$ cat config.mk
export PLATFORM = sky130hd
export DESIGN_NAME = slice_sequencer_flat
export DESIGN_NICKNAME = d
export VERILOG_FILES = /design/src/rtl/slice_sequencer_pkg.sv /design/src/rtl/slice_sequencer_if.sv /design/src/rtl/slice_sequencer_fb_addr_gen.sv /design/src/rtl/slice_sequencer.sv /design/src/flat_wrapper.sv
export SDC_FILE = /design/constraint.sdc
export NUM_CORES = 1
export LEC_CHECK = 0
export ABC_AREA = 1
export BUFFER_PORTS_ARGS = -buffer_cell sky130_fd_sc_hd__buf_4
export CAP_MARGIN = 10
export CORE_AREA = 2 2 95 97
export CTS_CLUSTER_DIAMETER = 60
export DETAILED_ROUTE_END_ITERATION = 8
export DIE_AREA = 0 0 97 99
export PLACE_DENSITY_LB_ADDON = 0.25
export SKIP_LAST_GASP = 1
export SYNTH_ARGS = -nofsm -noshare
export SYNTH_HDL_FRONTEND = slang
export SYNTH_HIERARCHICAL = 1
export SYNTH_SLANG_ARGS = --single-unit
$ cat constraint.sdc
create_clock -name clk_lse -period 5 [get_ports clk_lse]
set_input_delay 0.5 -clock clk_lse [delete_from_list [all_inputs] [get_ports clk_lse]]
set_output_delay 0.5 -clock clk_lse [all_outputs]
set_load 0.05 [all_outputs]
$ cat src/rtl/slice_sequencer_pkg.sv
// spirose_drv_pkg: shared timing constants, address layout and sequencer state type
package spirose_drv_pkg;
  localparam int SEGMENT_CYCLES = 513;
  localparam int BLANKING_TIME = 72;
  localparam int DATA_CYCLES = SEGMENT_CYCLES - BLANKING_TIME;
  localparam int SEG_W = 10;
  localparam int SLICE_W = 7;
  localparam int MUX_W = 3;
  localparam int DATA_W = 9;
  localparam int ADDR_W = 1 + SLICE_W + MUX_W + DATA_W;
  localparam int ROWS = 1 << MUX_W;
  typedef enum logic [1:0] {IDLE, WAIT_TURN, RUN} seq_state_t;
  typedef struct packed {
    logic bank;
    logic [SLICE_W-1:0] slice;
    logic [MUX_W-1:0] mux;
    logic [DATA_W-1:0] data_cycle;
  } fb_addr_t;
endpackage

$ cat src/rtl/slice_sequencer_if.sv
// slice_sequencer_if: writer/driver control inputs and framebuffer/row-select outputs
interface slice_sequencer_if;
  import spirose_drv_pkg::*;
  logic enable;
  logic turn_sync;
  logic frame_ready;
  logic frame_consumed;
  logic framebuffer_sync;
  logic fb_rd_en;
  logic [ADDR_W-1:0] fb_rd_addr;
  logic [ROWS-1:0] mux_out;
  logic fault;
  modport master(
    output enable, turn_sync, frame_ready,
    input frame_consumed, framebuffer_sync, fb_rd_en, fb_rd_addr, mux_out, fault
  );
  modport slave(
    input enable, turn_sync, frame_ready,
    output frame_consumed, framebuffer_sync, fb_rd_en, fb_rd_addr, mux_out, fault
  );
endinterface

$ cat src/rtl/slice_sequencer_fb_addr_gen.sv
// fb_addr_gen: read strobe and address for the row displayed in the next segment
module fb_addr_gen import spirose_drv_pkg::*; #(
  parameter int NB_SLICES = 128,
  parameter int NB_MUX = 8
) (
  input logic run,
  input logic bank,
  input logic [SLICE_W-1:0] slice,
  input logic [MUX_W-1:0] mux,
  input logic [SEG_W-1:0] seg_cnt,
  output logic rd_en,
  output logic [ADDR_W-1:0] rd_addr
);
  logic last_mux;
  fb_addr_t addr;
  always_comb begin
    last_mux = mux == MUX_W'(NB_MUX - 1);
    rd_en = run && seg_cnt >= SEG_W'(BLANKING_TIME - 1) && seg_cnt < SEG_W'(BLANKING_TIME - 1 + DATA_CYCLES);
    addr.bank = bank;
    addr.mux = last_mux ? '0 : mux + 1'b1;
    addr.slice = !last_mux ? slice : slice == SLICE_W'(NB_SLICES - 1) ? '0 : slice + 1'b1;
    // RAM has one cycle of latency, so the fetch runs one cycle ahead of the shift phase
    addr.data_cycle = DATA_W'(seg_cnt + SEG_W'(1) - SEG_W'(BLANKING_TIME));
    rd_addr = rd_en ? addr : '0;
  end
endmodule

$ cat src/rtl/slice_sequencer.sv
// slice_sequencer: rotation slice / mux-row timebase, framebuffer read scheduling,
// row select and turn-aligned framebuffer bank swap
module slice_sequencer import spirose_drv_pkg::*; #(
  parameter int NB_SLICES = 128,
  parameter int NB_MUX = 8,
  parameter int MISS_TURNS = 2
) (
  input logic clk_lse,
  input logic rst,
  slice_sequencer_if.slave bus
);
  seq_state_t state;
  logic [SEG_W-1:0] seg_cnt;
  logic [MUX_W-1:0] mux;
  logic [SLICE_W-1:0] slice;
  logic [3:0] miss_cnt;
  logic bank, pend, fault_q, consumed_q;
  logic run, last_seg, last_mux, last_slice, boundary, sync_now, new_turn, miss_hit;
  always_comb begin
    run = state == RUN;
    last_seg = seg_cnt == SEG_W'(SEGMENT_CYCLES - 1);
    last_mux = mux == MUX_W'(NB_MUX - 1);
    last_slice = slice == SLICE_W'(NB_SLICES - 1);
    boundary = run && last_seg && last_mux;
    sync_now = pend || bus.turn_sync;
    new_turn = sync_now || last_slice;
    miss_hit = !sync_now && last_slice && miss_cnt + 4'd1 >= 4'(MISS_TURNS);
  end
  always_ff @(posedge clk_lse or posedge rst)
    if (rst) begin
      state <= IDLE;
      seg_cnt <= '0;
      mux <= '0;
      slice <= '0;
      miss_cnt <= '0;
      bank <= 1'b0;
      pend <= 1'b0;
      fault_q <= 1'b0;
      consumed_q <= 1'b0;
    end else if (!bus.enable) begin
      state <= IDLE;
      seg_cnt <= '0;
      mux <= '0;
      slice <= '0;
      miss_cnt <= '0;
      pend <= 1'b0;
      fault_q <= 1'b0;
      consumed_q <= 1'b0;
    end else begin
      consumed_q <= 1'b0;
      case (state)
        IDLE: state <= WAIT_TURN;
        WAIT_TURN: if (bus.turn_sync) begin
          state <= RUN;
          fault_q <= 1'b0;
          miss_cnt <= '0;
          pend <= 1'b0;
        end
        RUN: begin
          seg_cnt <= last_seg ? '0 : seg_cnt + 1'b1;
          if (last_seg) mux <= last_mux ? '0 : mux + 1'b1;
          if (bus.turn_sync) begin
            pend <= 1'b1;
            miss_cnt <= '0;
          end
          // slice boundary: realign to turn_sync, count missed turns, swap banks only at slice 0
          if (boundary) begin
            pend <= 1'b0;
            if (miss_hit) begin
              state <= WAIT_TURN;
              fault_q <= 1'b1;
              seg_cnt <= '0;
              mux <= '0;
              slice <= '0;
              miss_cnt <= '0;
            end else begin
              slice <= new_turn ? '0 : slice + 1'b1;
              miss_cnt <= sync_now ? '0 : last_slice ? miss_cnt + 1'b1 : miss_cnt;
              if (new_turn && bus.frame_ready) begin
                bank <= ~bank;
                consumed_q <= 1'b1;
              end
            end
          end
        end
        default: state <= IDLE;
      endcase
    end
  fb_addr_gen #(.NB_SLICES(NB_SLICES), .NB_MUX(NB_MUX)) u_addr (
    .run(run),
    .bank(bank),
    .slice(slice),
    .mux(mux),
    .seg_cnt(seg_cnt),
    .rd_en(bus.fb_rd_en),
    .rd_addr(bus.fb_rd_addr)
  );
  assign bus.framebuffer_sync = run && seg_cnt == '0 && mux == '0;
  // rows are dark during the segment's first cycle so the old row is off before the new one drives
  assign bus.mux_out = run && seg_cnt != '0 ? ROWS'(1) << mux : '0;
  assign bus.frame_consumed = consumed_q;
  assign bus.fault = fault_q;
endmodule

$ cat src/flat_wrapper.sv
// flat-port wrapper written by rule: the top's interface ports become plain ports
module slice_sequencer_flat import spirose_drv_pkg::*;
#(
  parameter int NB_SLICES = 128,
  parameter int NB_MUX = 8,
  parameter int MISS_TURNS = 2
)
  (clk_lse, rst, bus_enable, bus_turn_sync, bus_frame_ready, bus_frame_consumed, bus_framebuffer_sync, bus_fb_rd_en, bus_fb_rd_addr, bus_mux_out, bus_fault);
  slice_sequencer_if bus_i ();
  input logic clk_lse;
  input logic rst;
  input wire logic [$bits(bus_i.enable)-1:0] bus_enable;
  input wire logic [$bits(bus_i.turn_sync)-1:0] bus_turn_sync;
  input wire logic [$bits(bus_i.frame_ready)-1:0] bus_frame_ready;
  output wire logic [$bits(bus_i.frame_consumed)-1:0] bus_frame_consumed;
  output wire logic [$bits(bus_i.framebuffer_sync)-1:0] bus_framebuffer_sync;
  output wire logic [$bits(bus_i.fb_rd_en)-1:0] bus_fb_rd_en;
  output wire logic [$bits(bus_i.fb_rd_addr)-1:0] bus_fb_rd_addr;
  output wire logic [$bits(bus_i.mux_out)-1:0] bus_mux_out;
  output wire logic [$bits(bus_i.fault)-1:0] bus_fault;
  assign bus_i.enable = bus_enable;
  assign bus_i.turn_sync = bus_turn_sync;
  assign bus_i.frame_ready = bus_frame_ready;
  assign bus_frame_consumed = bus_i.frame_consumed;
  assign bus_framebuffer_sync = bus_i.framebuffer_sync;
  assign bus_fb_rd_en = bus_i.fb_rd_en;
  assign bus_fb_rd_addr = bus_i.fb_rd_addr;
  assign bus_mux_out = bus_i.mux_out;
  assign bus_fault = bus_i.fault;
  slice_sequencer #(.NB_SLICES(NB_SLICES), .NB_MUX(NB_MUX), .MISS_TURNS(MISS_TURNS)) u_core (.clk_lse(clk_lse), .rst(rst), .bus(bus_i));
endmodule
Yosys cells after proc, flatten, opt, wreduce, memory -nomap -nowiden --
Cells that the tools add are included.
Cells by class: mux-type cells 46, reductions and logical operators 23, order comparisons 3, shifts and indexed selects 1, eq/ne operators 13, $add $sub $neg 5, bitwise gates (word level) 2
Operator list (count):
- $mux W10 | 5
- $mux W7 | 7
- $mux W4 | 6
- $mux W20 | 1
- $mux W3 | 6
- $mux W1 | 12
- $add A10 B1 Y10 const B | 1
- $eq A10 B10 Y1 const B | 1
- $ge A10 B7 Y1 const B | 1
- $logic_and A1 B1 Y1 | 10
- $logic_not A10 Y1 | 1
- $lt A10 B10 Y1 const B | 1
- $reduce_bool A10 Y1 | 1
- $ne A3 B3 Y1 const B | 3
- $sub A9 B7 Y9 const B | 1
- $mux W2 | 4
- $mux W8 | 1
- $pmux W4 S2 | 1
- $shl A1 B3 Y8 const A | 1
- $add A7 B1 Y7 const B | 1
- $eq A7 B7 Y1 const B | 1
- $ne A6 B6 Y1 const B | 1
- $pmux W2 S3 | 1
- $reduce_and A3 Y1 | 2
- 18 further kinds | 23
Storage, ports and cells: word-level logic and storage cells 102, register bits 30, output and inout bits 32, input port bits 5

Logic depth before layout (Yosys ltp) --
word-level depth 8, mapped depth 13

Cells and area by module --
The synthesis kept the hierarchy.
By module, submodules not included:
- slice_sequencer | instances 1, cells each 283, area each 2042.0 sq um
- fb_addr_gen | instances 1, cells each 84, area each 469.2 sq um

Least setup slack after synthesis --
Ideal clock, no wire load.
path kind reg2out, start reg u_core.seg_cnt[0], end out bus_framebuffer_sync, data arrival time 2.460 ns, stages on the path, launching flop included 7, slack 2.040 ns, required time 4.500 ns, path buffers 0, cell sequence dfrtp_1 > inv_1 > ha_1 > nand3_2 > nor2_4 > nand2_1 > nor4_1
Between the ends: cells in the longest elaborated chain, start to end 3
Ends and longest elaborated chain:
- from (decl) | RTL line slice_sequencer.sv:13 | logic [SEG_W-1:0] seg_cnt;
- from (signal assigned) | RTL line slice_sequencer.sv:60 | seg_cnt <= last_seg ? '0 : seg_cnt + 1'b1;
- $logic_not A10 Y1 | RTL line slice_sequencer.sv:98 | assign bus.framebuffer_sync = run && seg_cnt == '0 && mux == '0;
- $logic_and A1 B1 Y1 (2 in series) | RTL line slice_sequencer.sv:98
- to (decl) | RTL line flat_wrapper.sv:16 | output wire logic [$bits(bus_i.framebuffer_sync)-1:0] bus_framebuffer_sync;
Every way passes these cells.

Final worst setup path --
start reg u_core.seg_cnt[0], end out bus_fb_rd_addr[19]
Between the ends: cells in the longest elaborated chain, start to end 4
Ends and longest elaborated chain:
- $ge A10 B7 Y1 | RTL line slice_sequencer_fb_addr_gen.sv:18 | rd_en = run && seg_cnt >= SEG_W'(BLANKING_TIME - 1) && seg_cnt < SEG_W'(BLANKING_TIME - 1 + DATA_CYCLES);
- $logic_and A1 B1 Y1 | RTL line slice_sequencer_fb_addr_gen.sv:18
- $logic_and A1 B1 Y1 (*) | RTL line slice_sequencer_fb_addr_gen.sv:18
- $mux W20 (*) | RTL line slice_sequencer_fb_addr_gen.sv:24 | rd_addr = rd_en ? addr : '0;
- to (decl) | RTL line flat_wrapper.sv:18 | output wire logic [$bits(bus_i.fb_rd_addr)-1:0] bus_fb_rd_addr;
Mark *: on every way between the ends. The rest lies on a longest branch, timed or not.

==> metrics.md <==
| Metric | Value |
|---|---|
| Simple-gate share of the synthesized area | `40.91%` |
| CTS tree | `done` |
| CP Class | `register to output port` |
| Number of enable flip-flop cells after synthesis | `0` |
| Clock Tree Buf Depth | `2` |
| Maximum vdd drop | `between 70 and 80 uV` |
| Yosys reg bits | `30` |
| Max_cap viols | `0` |
| Largest net degree at the start of global routing | `31` |
| Register area share after synthesis | `29.90%` |
| Main combinational cell family by area after synthesis | `simple AND/OR/NAND/NOR gates` |
| Share of layout cells above drive strength 1 | `around a fifth` |
| Async SR Flop Fraction | `100.0%` |
| Top Ports | `37` |
| Post-synth cell types | `32` |
| Crit-path max FO | `20` |
| Latest clock arrival within the worst-skew pair | `between 0.2 and 0.3 ns` |
| P per Cell Area | `~180 nW/um^2` |
| # setup viols final | `0` |
| CP arrival | `a little over 2 ns` |
| Slew @ Worst Pin | `around 0.46 ns` |
| Final Wtd Congestion | `approximately 0.85` |
| Synth Net Count | `just under 400` |
| Cell taking the most area after synthesis | `dfrtp_1` |
| Crit end category | `output port` |
| Status | `completed` |
| Clk_skew | `0.002015 ns` |
| Clock slew seen by the registers of the worst setup and hold paths | `~0.06 ns` |
| Post-CTS Setup Inserts | `0` |
| First-pass GRT wire length | `around 10 mm` |
| Post-CTS Hold Buffers | `0` |
| Total CTS buffers | `5` |
| Maximum clock frequency | `0.3973 GHz` |
| Vias in the first global route | `around 2.3k` |
| Setup TNS | `0 ns` |
| All-layer global routing usage | `13.03%` |
| Die X-Extent | `between 90 and 100 um` |
| Drc violations | `0` |
| Adder-Cell Fraction of Synth Area | `7.474%` |
| Worst Hold Class | `input port to async pin` |
| Post-synthesis compound-gate area fraction | `5.979%` |
| Routed length per placed instance | `between 10 and 15 um` |
| Top cells by area, synth | `dfrtp_1, nand2_1, inv_1, ha_1, nor2_1` |
| Drt first pass iters | `5` |
| Crit start category | `register` |
| Slew Limit Fails | `0` |
| Final Critical Period | `roughly 2.5 ns` |
| Ys flop type | `dfrtp_1` |
| Xor and xnor fraction of the mapped netlist area | `4.883%` |
| H-tree lvl count | `2` |
| Yosys warnings | `6` |
| Final wirelength | `about 6 mm` |
| Mapped Area | `around 2500 um^2` |
| Clk Tree Root Cell | `clkbuf_8` |
| Initial Utilization | `roughly 29%` |
| Height of the die | `around 99 um` |
| IO buf count | `36` |
| Slew margin rel. | `between 60% and 70%` |
| Core area | `between 8000 and 9000 um^2` |
| Fin. Hold Viols | `0` |
| Resize count post-CTS | `0` |
| # rows | `34` |
| Worst hold slack | `0.3053 ns` |
| Vias per inst | `4.534` |
| Antenna cells | `0` |
| CP Data Required Time | `between 4 and 5 ns` |
| Post-synthesis mux area share | `less than 1%` |
| Remaining antenna violation count | `0` |
| Gr ovfl total | `0` |
| Detailed Route Iter0 Violations | `114` |
| Via count | `between 2k and 2.5k` |
| Die area | `a little under 10000 um^2` |
| Post-synth top area share | `between 20 and 30%` |
| Final period utilization | `between 50% and 60%` |
| RSZ-0062 raised after global routing | `no` |
| HPWL Detailed | `4.479 mm` |
| Layout area overhead | `18.14%` |
| Net count reported at finish | `427` |
| Syn_area_per_cell | `6.842 um^2` |
| # clock sinks | `30` |
| Leakage | `between 1.5 and 2 nW` |
| Initial antenna violation count | `0` |
| Cell count of the worst reg-to-reg path | `13` |
| Syn Inst Count | `approximately 370` |
-- routing by layer --
metal	up-vias	global-route usage, %	share of wire [%]
li1	1244	-	-
met5	-	0	0
met1	1035	17.54	51
met2	47	21.37	44
met4	0	4.442	1.9
met3	9	2.057	3.2
-- layout by cell type, fill, tap and decap left out, drive strengths merged, types with 2 or more instances in the layout --
master	instances
a21oi	9
buf	37
clkbuf	7
dfrtp	30
ha	15
inv	61
nand2	89
nand3	37
nand4	11
nor2	60
nor3	13
nor4	2
o21ai	12
o22ai	2
or2	3
xnor2	5
xor2	9
-- layout make-up --
class	count	area [um^2]
multi-input combinational	272	1498
sequential	30	750.7
tap	108	135.1
fill	906	5584
clock buffer	7	76.32
timing repair buffer	37	277.8
inverter	61	229.0
-- stage by stage --
step	std cells	setup slack (ns)	cell area (um^2)	power (W)	utilization [%]
2_1_floorplan	367	2.040	2511	0.0003310	-
3_3_place_gp	508	2.781	2890	0.0003533	33.80
3_5_place_dp	508	2.763	2890	0.0003547	33.80
4_1_cts	515	2.443	2967	0.0005431	34.69
5_1_grt	515	2.285	2967	0.0005624	34.69
6_report	515	2.483	2967	0.0005288	34.69
-- worst max-delay path, cell delays in order (launching register included) --
cell and delay, ns:
dfrtp_1 0.45, ha_1 0.26, nand2_1 0.12, nand3_2 0.11, nand2_2 0.08, nand3_2 0.06, nand2_2 0.36, nor2_1 0.09
buf_4 0.21
-- where the power goes --
group / switching [W] / internal (W)
combinational: 0.0000648 / 0.0000279
sequential: 0.00000643 / 0.000250
clock: 0.0000842 / 0.0000956
-- flip-flops by register name, indices dropped and copies added, names as in the netlist --
name and count:
u_core/seg_cnt 10, u_core/slice 7, u_core/miss_cnt 4, u_core/mux 3, u_core/state 2, u_core/bank 1
u_core/bus.fault 1, u_core/bus.frame_consumed 1, u_core/pend 1
-- synth_stat cells (all sizes together), types with 2 or more instances --
master	count
a21oi	9
or2	3
xor2	9
nor3	13
ha	15
xnor2	5
nand2	89
nor4	2
nand3	37
inv	61
o22ai	2
buf	4
nand4	11
o21ai	12
dfrtp	30
nor2	60
-- kinds of logic after synthesis --
kind of cell             count (synthesis)
AO/OA/AOI/OAI                           27
XOR/XNOR                                14
adder cells (fa/ha/maj)                 15
buffers and inverters                   65
flip-flops                              30
multiplexers                             1
AND/OR/NAND/NOR                        215
-- path summary, 6_finish.rpt --
kind	from	end	slack (ns)
max	u_core/seg_cnt[0]	bus_fb_rd_addr[19]	2.48
min	rst	u_core/seg_cnt[0]	0.31
max reg2reg	u_core/miss_cnt[1]	u_core/miss_cnt[0]	3.18
min reg2reg	u_core/bank	u_core/bank	0.47
max in group asynchronous	rst	u_core/mux[1]	4.42
min in group clk_lse	u_core/bank	u_core/bank	0.47
No activity file was read; power rests on OpenSTA's default activity.
